--- config.mk ---
export PLATFORM = sky130hd
export DESIGN_NAME = obj_ram_arbiter_flat
export DESIGN_NICKNAME = d
export VERILOG_FILES = /design/src/rtl/obj_ram_arbiter_if.sv /design/src/rtl/obj_ram_arbiter.sv /design/src/flat_wrapper.sv
export SDC_FILE = /design/constraint.sdc
export NUM_CORES = 1
export LEC_CHECK = 0
export ABC_AREA = 1
export BUFFER_PORTS_ARGS = -buffer_cell sky130_fd_sc_hd__buf_2
export CAP_MARGIN = 20
export CORE_MARGIN = 5
export CORE_UTILIZATION = 55
export DETAILED_ROUTE_END_ITERATION = 7
export MAX_ROUTING_LAYER = met4
export PLACE_DENSITY = 0.86
export REMOVE_ABC_BUFFERS = 1
export SYNTH_ARGS = -nofsm -noshare
export SYNTH_HDL_FRONTEND = slang
export SYNTH_SLANG_ARGS = --single-unit
--- constraint.sdc ---
create_clock -name clk -period 6.5 [get_ports clk]
set_input_delay 0.325 -clock clk [delete_from_list [all_inputs] [get_ports clk]]
set_output_delay 0.325 -clock clk [all_outputs]
set_load 0.1 [all_outputs]
--- src/rtl/obj_ram_arbiter_if.sv ---
`default_nettype none
// ============================================================================
// Module   : obj_ram_arbiter_if
// Purpose  : Bundles the requester handshake and the object RAM write port
//            shared by obj_ram_arbiter and the blocks around it.
// Signals  : iReq/iAddr/iData - packed per-requester write requests
//            oGnt             - one-hot grant pulse back to the requesters
//            oObjRam_*        - registered object RAM write port
// Modports : master - requesters plus RAM side (drives requests)
//            slave  - the arbiter (drives grants and the RAM port)
// Revision : 1.0 - initial release
// ============================================================================
interface obj_ram_arbiter_if #(
    parameter int NUM_REQ = 4,
    parameter int ADDR_W  = 3,
    parameter int DATA_W  = 13
);
    logic [NUM_REQ-1:0]        iReq;
    logic [NUM_REQ*ADDR_W-1:0] iAddr;
    logic [NUM_REQ*DATA_W-1:0] iData;
    logic [NUM_REQ-1:0]        oGnt;
    logic [ADDR_W-1:0]         oObjRam_addr;
    logic [DATA_W-1:0]         oObjRam_data;
    logic                      oObjRam_we;

    modport master (
        output iReq, iAddr, iData,
        input  oGnt, oObjRam_addr, oObjRam_data, oObjRam_we
    );

    modport slave (
        input  iReq, iAddr, iData,
        output oGnt, oObjRam_addr, oObjRam_data, oObjRam_we
    );
endinterface
`default_nettype wire

--- src/rtl/obj_ram_arbiter.sv ---
`default_nettype none
// ============================================================================
// Module   : obj_ram_arbiter
// Purpose  : Round-robin arbiter sharing the object RAM write port between
//            NUM_REQ writers. Writes are only accepted inside a WIN_LEN-cycle
//            window opened by each falling edge of iVS. After reset every
//            RAM entry is cleared before any request is served.
// Ports    : clk       - system clock
//            reset_n   - synchronous active-low reset
//            iVS       - vertical sync, falling edge starts a frame
//            bus       - requests, grants and RAM write port (slave side)
//            oWindow   - write window open
//            oInitDone - post-reset clear finished
//            oOverrun  - a request was left pending when the last window closed
// Revision : 1.0 - initial release
// ============================================================================
module obj_ram_arbiter #(
    parameter int NUM_REQ = 4,
    parameter int ADDR_W  = 3,
    parameter int DATA_W  = 13,
    parameter int WIN_LEN = 64
) (
    input  wire              clk,
    input  wire              reset_n,
    input  wire              iVS,
    obj_ram_arbiter_if.slave bus,
    output logic             oWindow,
    output logic             oInitDone,
    output logic             oOverrun
);

    localparam int c_ptr_w = (NUM_REQ > 1) ? $clog2(NUM_REQ) : 1;

    typedef enum logic [1:0] {
        S_INIT   = 2'd0,
        S_IDLE   = 2'd1,
        S_WINDOW = 2'd2
    } state_t;

    state_t               state_q,     state_d;
    logic [ADDR_W-1:0]    clr_addr_q,  clr_addr_d;
    logic [7:0]           win_cnt_q,   win_cnt_d;
    logic [c_ptr_w-1:0]   rr_ptr_q,    rr_ptr_d;
    logic                 last_vs_q,   last_vs_d;
    logic [NUM_REQ-1:0]   gnt_q,       gnt_d;
    logic                 we_q,        we_d;
    logic [ADDR_W-1:0]    addr_q,      addr_d;
    logic [DATA_W-1:0]    data_q,      data_d;
    logic                 window_q,    window_d;
    logic                 init_done_q, init_done_d;
    logic                 overrun_q,   overrun_d;

    logic                 w_frame_syn;
    logic [NUM_REQ-1:0]   w_elig;
    logic                 w_found;
    logic [c_ptr_w-1:0]   w_win;
    logic [ADDR_W-1:0]    w_win_addr;
    logic [DATA_W-1:0]    w_win_data;

    always_comb begin
        w_frame_syn = last_vs_q & ~iVS;
        // A requester granted last cycle is masked so its stale entry is not
        // written twice before it has had a chance to update or drop.
        w_elig      = bus.iReq & ~gnt_q;

        // Round-robin search: first pass covers indices >= rr_ptr, second pass
        // wraps to the lowest eligible index below the pointer.
        w_found    = 1'b0;
        w_win      = '0;
        w_win_addr = '0;
        w_win_data = '0;
        for (int i = 0; i < NUM_REQ; i++) begin
            if (!w_found && w_elig[i] && (c_ptr_w'(i) >= rr_ptr_q)) begin
                w_found    = 1'b1;
                w_win      = c_ptr_w'(i);
                w_win_addr = bus.iAddr[i*ADDR_W +: ADDR_W];
                w_win_data = bus.iData[i*DATA_W +: DATA_W];
            end
        end
        for (int i = 0; i < NUM_REQ; i++) begin
            if (!w_found && w_elig[i]) begin
                w_found    = 1'b1;
                w_win      = c_ptr_w'(i);
                w_win_addr = bus.iAddr[i*ADDR_W +: ADDR_W];
                w_win_data = bus.iData[i*DATA_W +: DATA_W];
            end
        end

        state_d     = state_q;
        clr_addr_d  = clr_addr_q;
        win_cnt_d   = win_cnt_q;
        rr_ptr_d    = rr_ptr_q;
        last_vs_d   = iVS;
        gnt_d       = '0;
        we_d        = 1'b0;
        addr_d      = addr_q;
        data_d      = data_q;
        window_d    = window_q;
        // Sticky once the clear sequence has handed over to normal operation.
        init_done_d = init_done_q | (state_q != S_INIT);
        overrun_d   = overrun_q;

        case (state_q)
            S_INIT: begin
                we_d       = 1'b1;
                addr_d     = clr_addr_q;
                data_d     = '0;
                clr_addr_d = clr_addr_q + 1'b1;
                if (&clr_addr_q) begin
                    state_d = S_IDLE;
                end
            end
            S_IDLE: begin
                if (w_frame_syn) begin
                    state_d   = S_WINDOW;
                    win_cnt_d = 8'(WIN_LEN - 1);
                    window_d  = 1'b1;
                    overrun_d = 1'b0;
                end
            end
            S_WINDOW: begin
                if (w_found) begin
                    gnt_d    = NUM_REQ'(1) << w_win;
                    we_d     = 1'b1;
                    addr_d   = w_win_addr;
                    data_d   = w_win_data;
                    rr_ptr_d = (w_win == c_ptr_w'(NUM_REQ - 1)) ? '0 : w_win + 1'b1;
                end
                // A new frame edge restarts the window and takes priority
                // over the normal close.
                if (w_frame_syn) begin
                    win_cnt_d = 8'(WIN_LEN - 1);
                end else if (win_cnt_q == 8'd0) begin
                    state_d   = S_IDLE;
                    window_d  = 1'b0;
                    overrun_d = |(bus.iReq & ~gnt_d);
                end else begin
                    win_cnt_d = win_cnt_q - 8'd1;
                end
            end
            default: begin
                state_d = S_INIT;
            end
        endcase
    end

    always_ff @(posedge clk) begin
        if (!reset_n) begin
            state_q     <= S_INIT;
            clr_addr_q  <= '0;
            win_cnt_q   <= '0;
            rr_ptr_q    <= '0;
            last_vs_q   <= 1'b0;
            gnt_q       <= '0;
            we_q        <= 1'b0;
            addr_q      <= '0;
            data_q      <= '0;
            window_q    <= 1'b0;
            init_done_q <= 1'b0;
            overrun_q   <= 1'b0;
        end else begin
            state_q     <= state_d;
            clr_addr_q  <= clr_addr_d;
            win_cnt_q   <= win_cnt_d;
            rr_ptr_q    <= rr_ptr_d;
            last_vs_q   <= last_vs_d;
            gnt_q       <= gnt_d;
            we_q        <= we_d;
            addr_q      <= addr_d;
            data_q      <= data_d;
            window_q    <= window_d;
            init_done_q <= init_done_d;
            overrun_q   <= overrun_d;
        end
    end

    assign bus.oGnt         = gnt_q;
    assign bus.oObjRam_we   = we_q;
    assign bus.oObjRam_addr = addr_q;
    assign bus.oObjRam_data = data_q;
    assign oWindow          = window_q;
    assign oInitDone        = init_done_q;
    assign oOverrun         = overrun_q;

endmodule
`default_nettype wire
--- src/flat_wrapper.sv ---
// flat-port wrapper written by rule: the top's interface ports become plain ports
module obj_ram_arbiter_flat 
#(
    parameter int NUM_REQ = 4,
    parameter int ADDR_W  = 3,
    parameter int DATA_W  = 13,
    parameter int WIN_LEN = 64
)
  (clk, reset_n, iVS, oWindow, oInitDone, oOverrun, bus_iReq, bus_iAddr, bus_iData, bus_oGnt, bus_oObjRam_addr, bus_oObjRam_data, bus_oObjRam_we);
  obj_ram_arbiter_if #(.NUM_REQ(NUM_REQ), .ADDR_W(ADDR_W), .DATA_W(DATA_W)) bus_i ();
  input  wire clk;
  input  wire reset_n;
  input  wire iVS;
  output logic oWindow;
  output logic oInitDone;
  output logic oOverrun;
  input wire logic [$bits(bus_i.iReq)-1:0] bus_iReq;
  input wire logic [$bits(bus_i.iAddr)-1:0] bus_iAddr;
  input wire logic [$bits(bus_i.iData)-1:0] bus_iData;
  output wire logic [$bits(bus_i.oGnt)-1:0] bus_oGnt;
  output wire logic [$bits(bus_i.oObjRam_addr)-1:0] bus_oObjRam_addr;
  output wire logic [$bits(bus_i.oObjRam_data)-1:0] bus_oObjRam_data;
  output wire logic [$bits(bus_i.oObjRam_we)-1:0] bus_oObjRam_we;
  assign bus_i.iReq = bus_iReq;
  assign bus_i.iAddr = bus_iAddr;
  assign bus_i.iData = bus_iData;
  assign bus_oGnt = bus_i.oGnt;
  assign bus_oObjRam_addr = bus_i.oObjRam_addr;
  assign bus_oObjRam_data = bus_i.oObjRam_data;
  assign bus_oObjRam_we = bus_i.oObjRam_we;
  obj_ram_arbiter #(.NUM_REQ(NUM_REQ), .ADDR_W(ADDR_W), .DATA_W(DATA_W), .WIN_LEN(WIN_LEN)) u_core (.clk(clk), .reset_n(reset_n), .iVS(iVS), .bus(bus_i), .oWindow(oWindow), .oInitDone(oInitDone), .oOverrun(oOverrun));
endmodule
==> results of run 1 <==
synth_stat cells:
library cell,n
nand2_1,110
nor2_1,77
inv_1,66
a21oi_1,45
dfxtp_1,40
o21ai_0,28
nand3_1,23
ha_1,11
o22ai_1,10
o21ai_1,9
buf_2,7
a31oi_1,4
clkbuf_1,4
nor2_2,3
nor3_1,3
buf_4,2
buf_6,2
inv_2,2
nand2_2,2
nand2_4,2
a21oi_4,1
nand3_2,1
nand3b_1,1
nand4_1,1
nand4_4,1
nor2_4,1
nor2_8,1
nor3_2,1
o21bai_1,1
xnor2_1,1
area by class of cell:
| class | count | area [um2] | area share |
|---|---|---|---|
| repair buffers | 95 | 481.7 | 0.1426 |
| clock buffers | 5 | 68.82 | 0.02038 |
| multi-input cells | 337 | 1640 | 0.4857 |
| inverters | 68 | 255.2 | 0.07558 |
| clock inverters | 3 | 46.29 | 0.01371 |
| flip-flops and latches | 40 | 800.8 | 0.2371 |
| well taps | 67 | 83.83 | 0.02482 |
per-layer routing:
| metal | global-route usage | vias to the layer above | routed length (um) |
|---|---|---|---|
| li1 | - | 1633 | - |
| met1 | 0.2815 | 1416 | 3288 |
| met3 | 0.04213 | 27 | 745 |
| met4 | 0.06588 | 0 | 150 |
| met5 | - | - | 0 |
| met2 | 0.4450 | 169 | 3976 |
sequential cells by signal, summed over array words and instances (netlist names):
register	count
u_core.bus.oObjRam_data	13
u_core.win_cnt_q	8
u_core.bus.oGnt	4
u_core.bus.oObjRam_addr	3
u_core.clr_addr_q	3
u_core.rr_ptr_q	2
u_core.state_q	2
u_core.bus.oObjRam_we	1
u_core.last_vs_q	1
u_core.oInitDone	1
u_core.oOverrun	1
u_core.oWindow	1
cell usage in the layout, fill, tap and decap left out, types with 2 or more instances in the layout:
cell	n
inv_2	2
ha_1	11
nand2_1	110
a21oi_1	45
o21ai_0	28
nand2_4	2
a31oi_1	4
clkbuf_8	5
nor2_2	3
o21ai_1	9
nand2_2	2
nor3_1	3
inv_1	66
o22ai_1	10
buf_2	94
nor2_1	77
nand3_1	23
dfxtp_1	40
kinds of logic after synthesis:
family,count (synthesis),share of synthesized area
XOR/XNOR,1,0.003147
adder cells (fa/ha/maj),11,0.04944
AND/OR/NAND/NOR,227,0.3492
AO/OA/AOI/OAI,98,0.1874
flip-flops,40,0.2876
buffers and inverters,83,0.1231
per-stage QoR:
step	util	instances	hold WS, ps	total power [mW]	cell area, um2
finish	0.7010	615	220.3	1.292	3377
CTS	0.6987	614	220.3	1.289	3366
global route	0.7010	615	242.0	1.386	3377
detailed placement	0.6748	606	455.5	1.073	3251
global placement	0.6748	606	446.9	1.050	3251
floorplan	-	445	418.5	0.9155	2696
critical path, cell delays in order (launching register included):
cell and delay, ps:
dfxtp_1 320, nor2_2 310, nand2_2 290, nand2_4 190
nor2_8 60, nand4_1 430, nand3_1 280, inv_1 160
ha_1 160, nand2_1 70, nand2_1 60, nand2_1 50
o21ai_0 150, a21oi_1 80
where the power goes:
| group | switching, mW | internal [mW] | leakage (nW) |
|---|---|---|---|
| registers | 0.0367 | 0.306 | 0.327 |
| clock network | 0.100 | 0.116 | 0.0548 |
| logic | 0.541 | 0.192 | 1.39 |
| total | 0.678 | 0.614 | 1.77 |
final timing paths:
check / startpoint / to / slack [ps] / cells after the start
worst max register to register: u_core.bus.oGnt[0] / u_core.oOverrun / 3730 / 13
worst min register to register: u_core.bus.oObjRam_data[0] / u_core.bus.oObjRam_data[0] / 470 / 2
worst min-delay path: iVS / u_core.last_vs_q / 220 / 3
worst max-delay path: u_core.bus.oGnt[0] / u_core.oOverrun / 3730 / 13
==> run metrics, run 1 <==
post-synthesis cell type count=30; IO Pins=95; Final Slew Violations=0; antenna viol nets, final=0; Die Wd=between 80 and 90 um; fin nets=about 630; max-cap violation count=0; status=finished, final reports clean; Final TNS setup=0 ps; TritonCTS Buffers=5; share of cells above drive strength 1=0.2153; post-cts resize count=0; Core Rows=25; wire per inst=around 13 um; flops & latches, synth=40; Arr. time, crit path=2930 ps; die area=between 6000 and 7000 um2; die height=roughly 80 um; DRC=0; Final GP Congestion=0.9059; Crit Path Max Fanout=15; Tcrit/Tclk final=0.4262; Tot GR Track Use=0.2470; dpl ws=around 3500 ps; final worst slack=3730 ps; CTS H-tree depth=2; Core ar.=just under 5000 um2; Clock Skew=roughly 5.3 ps; Max Freq=between 300 and 400 MHz; clk slew on worst S/H paths=~80 ps; drt pass-1 iters=5; vias in the first global route=about 3,000; clock sinks=40; Mapped Cells=460; Worst Tran Pin Value=just over 800 ps; Startpoint Class=flip-flop; CTS tree=built; post-CTS setup repair buffer count=0; total wire length=around 8.2 mm; DR vias/cell=~5.3; first-pass GRT wire length=around 13 mm; initial DRC count=206; Hold Vio Cnt, Final=0; Root Buffer=clkbuf_8; PortBufs=94; initial core utilization=0.5779; largest net degree at the start of global routing=24; Area contributors post-synth=dfxtp_1, nand2_1, nor2_1, inv_1, a21oi_1; WP data required=~6700 ps; Tmin final=between 2000 and 3000 ps; cell taking the most area after synthesis=dfxtp_1; Yosys warnings=0; worst rel slew slack=0.4504; initial antenna violation count=0; top cell type's share of synthesized area=0.2876; register area share after synthesis=0.2876; antenna fix cells=0; CP Class=flip-flop to flip-flop; mapped cell area=about 2800 um2; worst hold path class=primary input to flip-flop; Final setup viols=0; worst skew pair latency=300 ps; Syn-to-layout area delta=21.30%; Leak Pwr=between 1.5 and 2 nW; Fill cells=443; Max Root-Sink Buffers=2; RSZ-0062 raised after global routing=false; Congestion Overflow GR=0; vias=3,245; Worst setup EP type=flip-flop; Post-Syn Area per Cell=6.052 um2; peak supply drop=~290 uV; power density cells=382.5 nW/um2; Post-CTS Hold Buffers=0; Detailed Place HPWL=between 6 and 7 mm
Power figures use the tool's default switching activity.
==> inputs of run 2 (changes only) <==
--- a/config.mk
+++ b/config.mk
@@ -9,10 +9,10 @@
 export BUFFER_PORTS_ARGS = -buffer_cell sky130_fd_sc_hd__buf_2
 export CAP_MARGIN = 20
 export CORE_MARGIN = 5
-export CORE_UTILIZATION = 55
+export CORE_UTILIZATION = 51
 export DETAILED_ROUTE_END_ITERATION = 7
 export MAX_ROUTING_LAYER = met4
-export PLACE_DENSITY = 0.86
+export PLACE_DENSITY = 0.81
 export REMOVE_ABC_BUFFERS = 1
 export SYNTH_ARGS = -nofsm -noshare
 export SYNTH_HDL_FRONTEND = slang
==> constraint.sdc (replaced) <==
create_clock -name clk -period 2.86 [get_ports clk]
set_input_delay 0.143 -clock clk [delete_from_list [all_inputs] [get_ports clk]]
set_output_delay 0.143 -clock clk [all_outputs]
set_load 0.1 [all_outputs]
==> run metrics, run 2 (synthesis results as in run 1) <==
status=finished, final reports clean; Syn-to-layout area delta=22.61%; Worst setup EP type=flip-flop; largest net degree at the start of global routing=24; PortBufs=94; Tcrit/Tclk final=0.9033; placed instance count=615; drt pass-1 iters=6; Detailed Place HPWL=approximately 5.9 mm; worst rel slew slack=0.4726; Clock Skew=approximately 6.3 ps; wire per inst=12.54 um; peak supply drop=between 500 and 600 uV; total power=between 2 and 3 mW; fin nets=roughly 630; Post-CTS Hold Buffers=0; TritonCTS Buffers=5; R2R Setup Slk=280 ps; initial DRC count=between 150 and 200; Core Rows=27; CP Class=flip-flop to flip-flop; Max Root-Sink Buffers=2; total wire length=between 7 and 8 mm; Die Wd=roughly 84 um; vias in the first global route=about 3,100; Crit Path Max Fanout=21; worst hold path class=primary input to flip-flop; initial core utilization=0.5150; max-cap violation count=0; most used routing layer=met2; DR vias/cell=around 5; RR Startpoint=u_core.bus.oGnt[0]; max reg flops=13; area of the multi-input gates=between 1500 and 2000 um2; post-cts resize count=0; r2r worst-path depth=15; clk slew on worst S/H paths=80 ps; Hold Vio Cnt, Final=0; Core ar.=around 5400 um2; DRC=0; Register Area=800.8 um2; CTS tree=built; met3 usage=0.05528; worst flop-to-flop path endpoint=u_core.oOverrun; CP Capture Point=u_core.oOverrun; commonest non-fill, non-tap cell in the layout=nand2_1; RSZ-0062 raised after global routing=false; final worst slack=about 280 ps; initial antenna violation count=0; commonest non-fill, non-tap cells in the layout=nand2_1, buf_2, nor2_1; Fill cells=about 520; CTS H-tree depth=2; dpl ws=between 200 and 250 ps; clock sinks=40; GRT met2 Usage=0.4049; WP data required=3000 ps; antenna viol nets, final=0; Final Slew Violations=0; non-filler instance count after layout=a little over 600; worst skew pair latency=290 ps; Final setup viols=0; Final GP Congestion=a little under 1; Worst Tran Pin Value=~790 ps; vias=3,193; Congestion Overflow GR=0; post-CTS setup repair buffer count=0; CP Launch Point=u_core.bus.oGnt[0]; Arr. time, crit path=roughly 2700 ps; die height=~84 um; die area=a little over 7000 um2; Max Freq=slightly below 400 MHz; share of cells above drive strength 1=0.2196; first-pass GRT wire length=13.46 mm; Tot GR Track Use=0.2313; antenna fix cells=0; GRT met1 Usage=0.2584; power density cells=around 860 nW/um2; Startpoint Class=flip-flop; IO Pins=between 90 and 100; Tmin final=between 2000 and 3000 ps; Root Buffer=clkbuf_8; Leak Pwr=around 1.8 nW
[run 2: cell count changes in the layout (fill, tap and decap cells not counted), sizes merged]
cell / before / now
clkbuf: 5 / 6
clkinv: 0 / 1
inv: 69 / 68
buf: 95 / 98
clkinvlp: 1 / 0
[run 2: power by group]
part	internal (mW)	switching, mW
Sequential	0.695	0.0835
Combinational	0.449	1.23
Clock	0.285	0.203
[run 2: worst min path at each step]
stage                       endpoint  from  cells after the start
floorplan           u_core.last_vs_q   iVS                      2
global placement    u_core.last_vs_q   iVS                      3
detailed placement  u_core.last_vs_q   iVS                      3
CTS                 u_core.last_vs_q   iVS                      3
global route        u_core.last_vs_q   iVS                      3
finish              u_core.last_vs_q   iVS                      3
[run 2: layout make-up]
type	count	area share
well taps	72	0.02639
multi-input cells	337	0.4820
repair buffers	98	0.1466
flip-flops and latches	40	0.2346
clock inverters	2	0.01136
inverters	68	0.07478
clock buffers	6	0.02419
[run 2: metal layers]
| layer | vias to the layer above | part of all wire | routed length (um) |
|---|---|---|---|
| li1 | 1639 | - | - |
| met1 | 1407 | 0.42 | 3263 |
| met2 | 126 | 0.48 | 3776 |
| met3 | 21 | 0.081 | 630 |
| met4 | 0 | 0.018 | 140 |
| met5 | - | 0 | 0 |
[run 2: worst max-delay path: stages (launching register included)]
cell,delay [ps]
dfxtp_1,320
nor2_2,320
nand2_4,210
nand2_4,160
nor2_8,50
nand3_1,120
nor2_4,70
inv_2,260
nand2_1,190
inv_1,120
ha_1,150
nand2_1,70
nand2_1,80
nand2_1,50
o21ai_0,170
a21oi_1,80
[run 2: per-stage QoR]
stage | TNS [ps] | utilization | hold WS, ps | area [um2]
2_1_floorplan | -128.8 | - | 236.5 | 2696
5_1_grt | 0 | 0.6315 | 84.93 | 3413
3_3_place_gp | 0 | 0.6081 | 339.6 | 3287
4_1_cts | 0 | 0.6306 | 44.63 | 3408
3_5_place_dp | 0 | 0.6081 | 347.4 | 3287
6_report | 0 | 0.6315 | 48.71 | 3413
